--- src/rtl/fifo_arb_pkg.sv ---
// Shared types, default parameters and width helpers for the FIFO write-port arbiter.
package fifo_arb_pkg;

  typedef enum logic {
    IDLE  = 1'b0,
    BURST = 1'b1
  } state_t;

  localparam int DEF_NREQ      = 4;
  localparam int DEF_DW        = 8;
  localparam int DEF_BURST_MAX = 4;

  // Ceiling log2; clog2(1) is 0.
  function automatic int clog2(input int value);
    int width;
    int rem;
    width = 0;
    rem   = value - 1;
    while (rem > 0) begin
      width++;
      rem = rem >> 1;
    end
    return width;
  endfunction

  // Index width that stays at least one bit for a single producer.
  function automatic int idx_width(input int count);
    return (count > 1) ? clog2(count) : 1;
  endfunction

endpackage

--- src/rtl/fifo_wr_arbiter_if.sv ---
// Producer-side handshake and FIFO write-port signals shared by the producers and the arbiter.
interface fifo_wr_arbiter_if
  import fifo_arb_pkg::*;
#(
  parameter int NREQ = DEF_NREQ,
  parameter int DW   = DEF_DW
);

  logic [NREQ-1:0]    req_valid;
  logic [NREQ*DW-1:0] req_data;
  logic [NREQ-1:0]    req_last;
  logic [NREQ-1:0]    req_ready;
  logic               fifo_wr_en;
  logic [DW-1:0]      fifo_din;
  logic               fifo_full;

  // Producers plus the FIFO flag source.
  modport master (
    output req_valid, req_data, req_last, fifo_full,
    input  req_ready, fifo_wr_en, fifo_din
  );

  // The arbiter.
  modport slave (
    input  req_valid, req_data, req_last, fifo_full,
    output req_ready, fifo_wr_en, fifo_din
  );

endinterface

--- src/rtl/fifo_wr_arbiter_rr_pick.sv ---
// Combinational round-robin picker: first set request at or above ptr, wrapping to 0.
module rr_pick
  import fifo_arb_pkg::*;
#(
  parameter  int NREQ = DEF_NREQ,
  localparam int IW   = idx_width(NREQ)
) (
  input  logic [NREQ-1:0] req,
  input  logic [IW-1:0]   ptr,
  output logic [IW-1:0]   winner,
  output logic            any_req
);

  logic [IW-1:0] idx;

  // NOTE: every variable written here gets a default first, so no path leaves one unassigned (no latch).
  always_comb begin
    winner = '0;
    idx    = '0;
    // Walk from the farthest candidate back to ptr so the nearest set request wins.
    for (int k = NREQ - 1; k >= 0; k--) begin
      idx = IW'((int'(ptr) + k) % NREQ);
      if (req[idx]) winner = idx;
    end
  end

  assign any_req = |req;

endmodule

--- src/rtl/fifo_wr_arbiter.sv ---
// Burst-granting arbiter that lets NREQ producers share one synchronous FIFO write port.
module fifo_wr_arbiter
  import fifo_arb_pkg::*;
#(
  parameter  int NREQ      = DEF_NREQ,
  parameter  int DW        = DEF_DW,
  parameter  int BURST_MAX = DEF_BURST_MAX,
  localparam int IW        = idx_width(NREQ),
  localparam int CW        = clog2(BURST_MAX + 1)
) (
  input  logic                clk,
  input  logic                reset_n,
  fifo_wr_arbiter_if.slave    bus,
  output logic [IW-1:0]       grant_id,
  output logic                busy
);

  state_t        state, state_nx;
  logic [IW-1:0] grant_nx;
  logic [IW-1:0] rr_ptr, rr_ptr_nx;
  logic [CW-1:0] beat_cnt, beat_cnt_nx;
  logic [IW-1:0] pick_idx;
  logic          pick_any;
  logic [IW-1:0] ptr_after;
  logic          beat;
  logic [DW-1:0] data_arr [NREQ];

  for (genvar i = 0; i < NREQ; i++) begin : g_split
    assign data_arr[i] = bus.req_data[i*DW +: DW];
  end

  rr_pick #(.NREQ(NREQ)) u_pick (
    .req     (bus.req_valid),
    .ptr     (rr_ptr),
    .winner  (pick_idx),
    .any_req (pick_any)
  );

  assign ptr_after = (grant_id == IW'(NREQ - 1)) ? '0 : grant_id + 1'b1;

  // NOTE: state registers use non-blocking assignments so every flop samples pre-edge values.
  always_ff @(posedge clk or negedge reset_n) begin
    if (!reset_n) begin
      state    <= IDLE;
      grant_id <= '0;
      rr_ptr   <= '0;
      beat_cnt <= '0;
    end else begin
      state    <= state_nx;
      grant_id <= grant_nx;
      rr_ptr   <= rr_ptr_nx;
      beat_cnt <= beat_cnt_nx;
    end
  end

  always_comb begin
    state_nx    = state;
    grant_nx    = grant_id;
    rr_ptr_nx   = rr_ptr;
    beat_cnt_nx = beat_cnt;
    beat        = 1'b0;
    unique case (state)
      IDLE: begin
        if (pick_any) begin
          state_nx = BURST;
          grant_nx = pick_idx;
        end
      end
      BURST: begin
        beat = bus.req_valid[grant_id] && !bus.fifo_full;
        // A full FIFO with valid still high simply holds the grant and the count.
        if (!bus.req_valid[grant_id] ||
            (beat && (bus.req_last[grant_id] || beat_cnt == CW'(BURST_MAX - 1)))) begin
          state_nx    = IDLE;
          rr_ptr_nx   = ptr_after;
          beat_cnt_nx = '0;
        end else if (beat) begin
          beat_cnt_nx = beat_cnt + 1'b1;
        end
      end
    endcase
  end

  always_comb begin
    bus.req_ready = '0;
    if (beat) bus.req_ready[grant_id] = 1'b1;
  end

  assign bus.fifo_wr_en = beat;
  assign bus.fifo_din   = beat ? data_arr[grant_id] : '0;
  assign busy           = (state == BURST);

endmodule
--- src/flat_wrapper.sv ---
// flat-port wrapper written by rule: the top's interface ports become plain ports
module fifo_wr_arbiter_flat import fifo_arb_pkg::*;
#(
  parameter  int NREQ      = DEF_NREQ,
  parameter  int DW        = DEF_DW,
  parameter  int BURST_MAX = DEF_BURST_MAX,
  localparam int IW        = idx_width(NREQ),
  localparam int CW        = clog2(BURST_MAX + 1)
)
  (clk, reset_n, grant_id, busy, bus_req_valid, bus_req_data, bus_req_last, bus_fifo_full, bus_req_ready, bus_fifo_wr_en, bus_fifo_din);
  fifo_wr_arbiter_if #(.NREQ(NREQ), .DW(DW)) bus_i ();
  input  logic clk;
  input  logic reset_n;
  output logic [IW-1:0] grant_id;
  output logic busy;
  input wire logic [$bits(bus_i.req_valid)-1:0] bus_req_valid;
  input wire logic [$bits(bus_i.req_data)-1:0] bus_req_data;
  input wire logic [$bits(bus_i.req_last)-1:0] bus_req_last;
  input wire logic [$bits(bus_i.fifo_full)-1:0] bus_fifo_full;
  output wire logic [$bits(bus_i.req_ready)-1:0] bus_req_ready;
  output wire logic [$bits(bus_i.fifo_wr_en)-1:0] bus_fifo_wr_en;
  output wire logic [$bits(bus_i.fifo_din)-1:0] bus_fifo_din;
  assign bus_i.req_valid = bus_req_valid;
  assign bus_i.req_data = bus_req_data;
  assign bus_i.req_last = bus_req_last;
  assign bus_i.fifo_full = bus_fifo_full;
  assign bus_req_ready = bus_i.req_ready;
  assign bus_fifo_wr_en = bus_i.fifo_wr_en;
  assign bus_fifo_din = bus_i.fifo_din;
  fifo_wr_arbiter #(.NREQ(NREQ), .DW(DW), .BURST_MAX(BURST_MAX)) u_core (.clk(clk), .reset_n(reset_n), .bus(bus_i), .grant_id(grant_id), .busy(busy));
endmodule
--- config.mk ---
export PLATFORM = sky130hd
export DESIGN_NAME = fifo_wr_arbiter_flat
export DESIGN_NICKNAME = d
export VERILOG_FILES = /design/src/rtl/fifo_arb_pkg.sv /design/src/rtl/fifo_wr_arbiter_if.sv /design/src/rtl/fifo_wr_arbiter_rr_pick.sv /design/src/rtl/fifo_wr_arbiter.sv /design/src/flat_wrapper.sv
export SDC_FILE = /design/constraint.sdc
export NUM_CORES = 1
export LEC_CHECK = 0
export ABC_CLOCK_PERIOD_IN_PS = 4620
export CAP_MARGIN = 20
export CORE_MARGIN = 2
export CORE_UTILIZATION = 37
export CTS_CLUSTER_DIAMETER = 60
export DETAILED_ROUTE_END_ITERATION = 6
export GPL_TIMING_DRIVEN = 0
export PLACE_DENSITY = 0.92
export SLEW_MARGIN = 20
export SYNTH_ARGS = -nofsm -noshare
export SYNTH_HDL_FRONTEND = slang
export SYNTH_SLANG_ARGS = --single-unit
--- constraint.sdc ---
create_clock -name clk -period 4.62 [get_ports clk]
set_input_delay 0.924 -clock clk [delete_from_list [all_inputs] [get_ports clk]]
set_output_delay 0.924 -clock clk [all_outputs]
set_load 0.02 [all_outputs]
# After elaboration in Yosys (flattened, before gate mapping)
# Cells that the tools add are included.
# totals
register_bits,8
output_inout_bits,16
elab_cells,62
# classes
n_reduce_logical,12
magnitude_cmp,7
n_bitwise,2
n_mux,30
eq_ne,2
add_sub_neg,5
# ops
operator,count
$mux W8,3
$bmux W8 S2,1
$lt A2 B3 Y1 const B,5
$bmux W1 S2,6
$mux W1,10
$mux W2,5
$mux W3,2
$reduce_and A2 Y1,3
$add A2 B1 Y2 const B,2
$add A2 B2 Y2 const B,2
$mux W4,1
$reduce_or A4 Y1,1
$add A3 B1 Y3 const B,1
$eq A3 B2 Y1 const B,1
$ge A3 B3 Y1 const B,1
$logic_and A1 B1 Y1,3
$not A2 Y3,1
$demux W1 S2,1
$eq A2 B2 Y1 const B,1
$ge A2 B1 Y1 const B,1
$logic_not A1 Y1,2
$logic_or A1 B1 Y1,2
$pmux W1 S2,1
$reduce_bool A2 Y1,1
$not A1 Y1,1

# Longest topological paths before layout
# logic_depth
ltp_word,7
ltp_mapped,6

# Hierarchy
# Synthesis repeated with hierarchy kept, for this count alone.
# unflattened
cells_unflattened,82
hier_area_um2,833.3
# modules_own_cells
mod,area_per_inst_um2,seq_area_each_um2,cells_per_inst,n_inst
fifo_wr_arbiter,755.7,200.2,69,1
rr_pick,77.6,0.0,13,1

# Least setup slack after synthesis
# Ideal clock, no wire load.
# synth_path
path_kind,input -> output
from,input bus_req_valid[3]
to,output bus_req_ready[0]
path_buffers,1
path_slack_ps,1851
cell_stages,3
t_arrival_ps,1845
required_ps,3696
path_cell_list,mux4_2 -> clkbuf_1 -> and3_1
# synth_between
elab_chain_len,5
# synth_rtl
element,line_no,rtl
from (decl),flat_wrapper.sv:16,input wire logic [$bits(bus_i.req_valid)-1:0] bus_req_valid;
$bmux W1 S2,fifo_wr_arbiter.sv:70,beat = bus.req_valid[grant_id] && !bus.fifo_full;
$mux W1 (implied by the code),fifo_wr_arbiter.sv:70,
$logic_and A1 B1 Y1,fifo_wr_arbiter.sv:70,
$mux W1,fifo_wr_arbiter.sv:62,unique case (state)
$mux W4,fifo_wr_arbiter.sv:86,if (beat) bus.req_ready[grant_id] = 1'b1;
to (decl),flat_wrapper.sv:20,output wire logic [$bits(bus_i.req_ready)-1:0] bus_req_ready;
# Every way passes these cells. The select of a mux whose other input is x is not followed.

# Worst setup path after layout
# layout_path
from,input bus_req_valid[0]
to,output bus_req_ready[1]
# The elaborated chain is that of the path after synthesis.

==> metrics.cfg <==
[outcome]
status = complete, no violations

[finish]
stdcell_area_um2 = 1465
diodes = 0
finalNetCount = 191
drive_gt1_share_pct = 11.43
fillCellCount = 159
syn_to_final_growth_pct = 77.16
fin_util_pct = 67.53

[timing]
rsz0062_at_grt = false
max_freq_mhz = 257.9
worst_pin_slew_ps = 349.5
setup_tns_ps = 0
period_minus_slack_ps = 3878
fin_crit_sh_pct = 83.94
setup_violations = 0
hold_viol = 0
max_slew_margin_pct = 76.63
slew_viol_final = 0
finClkSkew_ps = 3.748

[setup_path]
r2r_end = u_core.rr_ptr[1]$_DFFE_PN0P_
arrival_ps = 2950
reg2regPathDepth = 5
critPathLaunchType = primary input
cp_max_fo = 10
r2r_start = u_core.grant_id[1]$_DFFE_PN0P_
cp-endpoint = bus_req_ready[1]
crit_path_end_kind = output pin
critical_path_required_ps = 3700
crit_path_start = bus_req_valid[0]
crit_type = primary input to output pin
r2r_setup_slack_ps = 2890

[detailed_routing]
firstDrtPassIters = 6
vias_per_cell = 5.268
wirelength_um = 2722
drt_iter0_drc = 12
routedWlPerCell_um = 16.20
vias = 885
antenna_left = 0
drc = 0

[clock_network]
clk_latency_ps = 240
htreeDepth = 1
cts_num_sinks = 8
cts_tree = yes
cts-root-buf = clkbuf_4
post-cts-setup-buffer-count = 0
cts_made_buffers = 3
clk_pin_slew_ps = 50
cts.hold.buffers_added = 0
clockBufferDepth = 2
cts_resized = 0

[synthesis]
synth_area_um2 = 827.0
ys_ff_latch = 8
synthesis.yosys.warnings = 0
synth_nets = 128
synth_cell_type_count = 25
synthCells = 79
yosysSeqAreaShare_pct = 24.21
avgSynthCellArea_um2 = 10.47

[placement]
port_buffers = 58
place_area_um2 = 1443
dp_hpwl_um = 2263
place.gp.congestion = 0.7044

[global_routing]
track_usage_pct = 20.77
grt_pass1_wl_um = 4119
overflow = 0
grt_pass1_vias = 900
antenna_found_initial = 0
grt_max_degree = 11

[pwr]
p_per_area_nw_per_um2 = 438.0
pwr-share-comb_pct = 71.2
clkPwrFrac_pct = 7.8
seq_power_share_pct = 20.9
p_int_uw = 373.5
p_sw_uw = 268.2
netSwitchingFraction_pct = 41.80
leakage_nw = 0.6292
ir_drop_mv = 0.2576

[die]
io_pins = 59
die_h_um = 51.28
rows = 17
die_area_um2 = 2630
die_w_um = 51.28
initial_core_util_pct = 38.12
core-area_um2 = 2170

[hold_path]
worstHoldPathType = register to register
hold_start = u_core.beat_cnt[2]$_DFFE_PN0P_

[flow_run]
timing.max_cap.violations = 0

-- power groups by stage --
stage	Clock [mW]	Combinational, mW	Sequential (mW)
after floorplan	0	0.284	0.143
after global placement	0	0.443	0.134
after detailed placement	0	0.460	0.135
after CTS	0.0539	0.461	0.134
after global routing	0.0561	0.496	0.142
final	0.0501	0.457	0.134
-- state kept, by name, summed over array words and instances (netlist names) --
name / count
u_core.busy: 1
u_core.beat_cnt: 3
u_core.rr_ptr: 2
u_core.grant_id: 2
-- cell usage in the layout (no fill, tap or decap), types with 3 or more instances in the layout --
cell type        Yosys  layout
and3_1              12      12
clkbuf_4             0       3
clkdlybuf4s50_1      0      58
dfrtp_1              8       8
ha_1                 6       6
inv_1                6       6
mux2i_1              4       4
mux4_2               9       9
nand2_1              4       4
o21ai_0              4       4
-- worst min path at each step --
| stage | endpoint | slack (ps) | cells past startpoint |
|---|---|---|---|
| 2_1_floorplan | u_core.beat_cnt[2]$_DFFE_PN0P_ | 450 | 2 |
| 3_3_place_gp | u_core.beat_cnt[2]$_DFFE_PN0P_ | 460 | 2 |
| 3_5_place_dp | u_core.beat_cnt[2]$_DFFE_PN0P_ | 480 | 2 |
| 4_1_cts | u_core.beat_cnt[2]$_DFFE_PN0P_ | 490 | 2 |
| 5_1_grt | u_core.beat_cnt[2]$_DFFE_PN0P_ | 530 | 2 |
| 6_report | u_core.beat_cnt[2]$_DFFE_PN0P_ | 480 | 2 |
-- area by class of cell --
cell class / count / area [um^2] / area share [%]
multi-input combinational: 61 / 584.3 / 39.88
timing repair buffer: 58 / 580.6 / 39.62
sequential: 8 / 200.2 / 13.66
tap: 28 / 35.03 / 2.391
clock buffer: 3 / 22.52 / 1.537
inverter: 6 / 22.52 / 1.537
buffer: 4 / 20.02 / 1.366
-- worst max-delay path: stages --
cell	delay, ps
clkdlybuf4s50_1	510
mux4_2	560
clkbuf_1	220
and3_1	210
clkdlybuf4s50_1	530
-- synthesized netlist by cell type, drive strengths merged --
library cell | number | area [um^2]
o221ai | 2 | 17.52
mux4 | 9 | 202.7
ha | 6 | 75.07
and2 | 2 | 12.51
or4 | 1 | 7.510
and2b | 1 | 7.510
nor2 | 3 | 13.77
dfrtp | 8 | 200.2
o21ai | 4 | 20.02
mux2 | 2 | 22.52
clkbuf | 2 | 7.510
buf | 2 | 12.51
a21oi | 3 | 18.77
and3 | 12 | 75.07
a21o | 2 | 15.01
nand2b | 2 | 12.51
nor2b | 1 | 6.260
a22oi | 1 | 7.510
inv | 6 | 22.52
o21a | 2 | 15.01
mux2i | 4 | 40.04
nand2 | 4 | 15.01
-- routing by layer --
metal  GRT usage, %  vias to the layer above  wire, um
li1               -                      420         -
met1          20.41                      424       974
met2          43.07                       41      1471
met3          4.971                        0       276
met4          3.947                        0         0
met5              0                        -         0
-- cell families (layout without fill, tap and decap cells) --
logic type	after synthesis	in the layout	synth area share (%)
buf+inv	10	71	5.144
compound gates	14	14	11.35
simple gates	26	26	18.16
fa+ha+maj	6	6	9.077
mux	15	15	32.07
flops	8	8	24.21
-- per-stage QoR --
step	hold slack (ps)	instances	power, mW	worst slack (ps)
2_1_floorplan	449.3	79	0.4267	1851
3_3_place_gp	463.5	165	0.5775	784.8
3_5_place_dp	475.2	165	0.5952	743.4
4_1_cts	486.7	168	0.6493	740.0
5_1_grt	534.8	168	0.6937	674.9
6_report	484.4	168	0.6418	742.0
(Power assumes the default switching activity.)
